File: src/rtl/pipe_stage_skid.sv
// -----------------------------------------------------------------------------
// pipe_stage_skid
//   Inter-stage pipeline register with a valid/ready handshake and a 2-entry
//   skid buffer. in_ready and out_valid both decode directly from the state
//   register, so no combinational ready path runs through the stage. A flush
//   turns the stage into an all-zero bubble. A saturating counter records the
//   cycles in which a live payload was held back by downstream.
//
// Parameters
//   DATA_W    payload width in bits
//   CNT_W     stall-counter width in bits (the counter saturates at all-ones)
//
// Ports
//   CLK        in   1       clock, rising edge
//   RST        in   1       synchronous, active-high reset
//   flush      in   1       squash the contents and leave a zero bubble
//   in_valid   in   1       upstream offers in_data
//   in_ready   out  1       stage can accept this cycle (registered)
//   in_data    in   DATA_W  upstream payload
//   out_valid  out  1       out_data holds a live payload (registered)
//   out_ready  in   1       downstream accepts out_data this cycle
//   out_data   out  DATA_W  payload to the next stage (main register)
//   stall_cnt  out  CNT_W   cycles with out_valid & !out_ready since reset
//
// Handshake: a beat transfers on a rising edge where valid and ready are both
//   high. A producer holds valid and data stable until that edge, and valid
//   never depends on ready in the same cycle.
// -----------------------------------------------------------------------------
module pipe_stage_skid #(
  parameter int DATA_W = 96,
  parameter int CNT_W  = 16
) (
  input  logic              CLK,
  input  logic              RST,
  input  logic              flush,
  input  logic              in_valid,
  output logic              in_ready,
  input  logic [DATA_W-1:0] in_data,
  output logic              out_valid,
  input  logic              out_ready,
  output logic [DATA_W-1:0] out_data,
  output logic [CNT_W-1:0]  stall_cnt
);

  // The state register stands in for the two valid bits:
  // main valid = (ONE | FULL), skid valid = FULL.
  typedef enum logic [1:0] {
    ST_EMPTY = 2'd0,
    ST_ONE   = 2'd1,
    ST_FULL  = 2'd2
  } state_e;

  state_e             state_q, state_d;
  logic [DATA_W-1:0]  main_q,  main_d;
  logic [DATA_W-1:0]  skid_q,  skid_d;
  logic [CNT_W-1:0]   stall_q, stall_d;

  logic push;
  logic pop;
  logic stall_sat;

  // Registered handshake outputs.
  assign out_valid = (state_q == ST_ONE) || (state_q == ST_FULL);
  assign in_ready  = (state_q != ST_FULL);
  assign out_data  = main_q;
  assign stall_cnt = stall_q;

  assign push      = in_valid  && in_ready;
  assign pop       = out_valid && out_ready;
  assign stall_sat = (stall_q == {CNT_W{1'b1}});

  // Next-state and datapath
  always_comb begin
    state_d = state_q;
    main_d  = main_q;
    skid_d  = skid_q;

    if (flush) begin
      // Any push or pop in this cycle is absorbed; the stage restarts empty
      // with zeroed registers so out_data is a nop bubble.
      state_d = ST_EMPTY;
      main_d  = '0;
      skid_d  = '0;
    end else begin
      unique case (state_q)
        ST_EMPTY: begin
          if (push) begin
            main_d  = in_data;
            state_d = ST_ONE;
          end
        end
        ST_ONE: begin
          if (push && pop) begin
            main_d = in_data;
          end else if (push) begin
            // Downstream stalled: park the new beat in the skid register.
            // in_ready drops next cycle, which is why one spare entry is needed.
            skid_d  = in_data;
            state_d = ST_FULL;
          end else if (pop) begin
            main_d  = '0;
            state_d = ST_EMPTY;
          end
        end
        ST_FULL: begin
          // in_ready is low here, so only a pop can move the stage.
          if (pop) begin
            main_d  = skid_q;
            skid_d  = '0;
            state_d = ST_ONE;
          end
        end
        default: begin
          // Unreachable encoding: recover to a clean empty stage.
          state_d = ST_EMPTY;
          main_d  = '0;
          skid_d  = '0;
        end
      endcase
    end
  end

  // Stall counter: counts flush cycles too, and sticks at all-ones.
  always_comb begin
    stall_d = stall_q;
    if (out_valid && !out_ready && !stall_sat) begin
      stall_d = stall_q + CNT_W'(1);
    end
  end

  always_ff @(posedge CLK) begin
    if (RST) begin
      state_q <= ST_EMPTY;
      main_q  <= '0;
      skid_q  <= '0;
      stall_q <= '0;
    end else begin
      state_q <= state_d;
      main_q  <= main_d;
      skid_q  <= skid_d;
      stall_q <= stall_d;
    end
  end

endmodule

File: config.mk
export PLATFORM = sky130hd
export DESIGN_NAME = pipe_stage_skid
export DESIGN_NICKNAME = d
export VERILOG_FILES = /design/src/rtl/pipe_stage_skid.sv
export SDC_FILE = /design/constraint.sdc
export NUM_CORES = 1
export LEC_CHECK = 0
export BUFFER_PORTS_ARGS = -buffer_cell sky130_fd_sc_hd__clkbuf_2
export CAP_MARGIN = 10
export CORE_MARGIN = 3
export CORE_UTILIZATION = 30
export CTS_CLUSTER_DIAMETER = 30
export DETAILED_ROUTE_END_ITERATION = 10
export PLACE_DENSITY = 0.55
export SYNTH_ARGS = -nofsm -noshare
export SYNTH_HDL_FRONTEND = slang
export SYNTH_SLANG_ARGS = --single-unit
export TNS_END_PERCENT = 10
File: constraint.sdc
create_clock -name CLK -period 2.29 [get_ports CLK]
set_input_delay 0.458 -clock CLK [delete_from_list [all_inputs] [get_ports CLK]]
set_output_delay 0.458 -clock CLK [all_outputs]
set_load 0.005 [all_outputs]
==> out/metrics.yaml <==
run_status:
  outcome: "complete, no violations"
clocking:
  insertion_delay_ns: 0.54
  clk_path_buf_depth: 3
  ctsHoldBuffers: 0
  root_buffer: "clkbuf_16"
  cts_setup_buffers: 0
  path_clk_slew_ns: 0.04
  cts_buffers: 66
  clock_sink_count: 210
  htree_levels: 3
  tritoncts: "yes"
finish:
  design_area_um2: 13400
  drive_gt1_share_pct: 24.9
  synthToLayoutAreaGrowth_pct: 38.9
  diodes: 0
  finalNonFillerCells: 1849
  nets: 1504
synthesis:
  syn_nets: 1320
  syn-cell-area_um2: 9670
  netlist_top_cells_area: "dfxtp_1 43%, a22oi_1 15%, o31ai_1 8.0%, a21oi_1 5.6%, nand3_1 5.2%"
  synth_edf_count: 0
  seq_area_frac_synth_pct: 43.5
  async_flop_share_pct: 0
  synth_simple_gate_area_share_pct: 16.0
  post_synth_num_cell_types: 43
  synthMuxAreaShare_pct: 0.453
  synth_common_cells: "210 x dfxtp_1, 192 x a22oi_1, 108 x a21oi_1, 104 x nand2_1, 104 x nor2_1"
  synthCells: 1213
  synth_xor_area_share_pct: 0.0906
  yosys.area.top_type_share_pct: 43.5
  ys.flop_type: "dfxtp_1"
  yosysWarnings: 0
  avgSynthCellArea_um2: 7.97
  synth_compound_area_share_pct: 30.1
  yosys.area.top_type: "dfxtp_1"
  synthAdderAreaFrac_pct: 0.776
  yosysMostFrequentCell: "dfxtp_1"
  ys_ff_latch: 210
  synth_top_family_by_area: "compound AO/OA/AOI/OAI gates"
sta:
  setup_viol_count_final: 0
  slew_viol_final: 0
  fin_crit_ns: 2.23
  slew_headroom_pct: 33.0
  tightest_slew_ns: 1.01
  timing.fmax_mhz: 448
  hold_viol_final: 0
  rsz0062_at_grt: "yes"
  finClkSkew_ns: 0.0192
  period_share_pct: 97.6
setup_path:
  end_kind: "flip-flop"
  cp.required_ns: 2.74
  path_max_fanout: 77
  worstSetupPathType: "reg -> reg"
  cp_data_arrival_time_ns: 2.69
  startpoint_type: "flip-flop"
drt:
  wl_um: 33000
  ant_nets: 0
  dr.pass1.iters: 5
  via_count: 9795
  drt-initial-drc-count: 767
  post-route-drc-count: 0
  viasPerCell: 5.30
  drt-wirelength-per-cell_um: 17.8
power:
  total_power_w: 0.0141
  power.density_nw_per_um2: 1050
  leakagePower_nw: 5.62
  peakVddDrop_mv: 0.487
place:
  placed_area_um2: 11200
  port-buffer-count: 214
  dp_cells: 1730
  dp_hpwl_um: 18500
  gp_congestion: 0.736
die:
  io_pins: 215
  dieArea_um2: 34400
  fp.coreArea_um2: 31600
  initial_core_util_pct: 30.6
  die_w_um: 186
  rows: 65
  die-height_um: 186
min_path:
  hold_class: "in -> reg"
global_route:
  grt_max_degree: 102
  grt_use_total_pct: 18.4
  grt_pass1_vias: 9457
  antenna_found_initial: 4
  grt_overflow: 0
  grt_pass1_wl_um: 51300
run:
  drv_cap: 0
-- layout by cell type (no fill, tap or decap), types with 5 or more instances in the layout --
cell type and count:
a21oi_1 108, nand2b_1 7, buf_4 12, bufinv_16 8
inv_1 101, clkbuf_2 214, clkbuf_8 12, nor2_1 104
clkbuf_16 68, or4_1 5, nand3_1 101, o31ai_1 103
buf_12 11, nand2_1 103, nor2b_1 5, a22oi_1 192
dfxtp_1 210, clkinv_2 12, clkbuf_1 12, or3_1 5
-- path summary, 6_finish.rpt --
check | depth (start not counted) | slack (ns) | from | to
worst max-delay path | 7 | 0.06 | state_q[1]$_SDFFE_PP0P_ | skid_q[65]$_SDFFE_PP0P_
worst min register to register | 2 | 0.45 | skid_q[42]$_SDFFE_PP0P_ | skid_q[42]$_SDFFE_PP0P_
worst min-delay path | 3 | 0.20 | in_data[53] | skid_q[53]$_SDFFE_PP0P_
worst max register to register | 7 | 0.06 | state_q[1]$_SDFFE_PP0P_ | skid_q[65]$_SDFFE_PP0P_
-- sequential cells by signal, summed over array words and instances (netlist names) --
| signal | flops |
|---|---|
| skid_q | 96 |
| state_q | 2 |
| out_data | 96 |
| stall_cnt | 16 |
-- final cells by class --
cell class	count	area (um^2)
multi-input cells	779	4660
clock inverters	27	375
repair buffers	239	1420
fillers	3135	18200
clock buffers	91	1890
well taps	402	503
flip-flops and latches	210	4200
inverters	101	379
-- timing repair --
item | 4_1_cts | 5_1_grt
endpoints found under the setup margin | 0 | 43
hold endpoints to repair | 0 | 0
resized for setup | 0 | 1
-- per-layer routing --
layer,vias up,GRT usage (%),share of wire (%)
met4,8,6.61,2.2
met5,-,0,0.15
met1,4685,23.4,45
met2,301,29.1,45
met3,56,6.00,7.3
li1,4745,-,-
-- stage by stage --
step | TNS (ns) | utilization, % | worst slack (ns) | hold slack [ns]
finish | 0 | 42.5 | 0.0557 | 0.200
global route | -0.442 | 42.5 | -0.0403 | 0.187
CTS | 0 | 42.4 | 0.115 | 0.171
detailed placement | 0 | 35.3 | 0.105 | 0.445
global placement | 0 | 35.3 | 0.111 | 0.438
floorplan | 0 | - | 0.252 | 0.432
-- critical path, cell delays in order, from the launching register on --
cell	delay, ns
dfxtp_1	0.44
inv_1	0.15
ha_4	0.27
a21bo_2	0.23
a221oi_4	0.28
buf_12	0.32
nand3_1	0.14
a21oi_1	0.20
-- kinds of logic after synthesis --
group,count (synthesis)
multiplexers,4
adder cells (fa/ha/maj),6
flip-flops,210
AO/OA/AOI/OAI,420
AND/OR/NAND/NOR,348
XOR/XNOR,1
buffers and inverters,224
-- power by group --
part	switching (W)	internal, W
Combinational	0.000789	0.000432
Clock	0.00251	0.00659
Sequential	0.0000477	0.00375
Power figures use the tool's default switching activity.
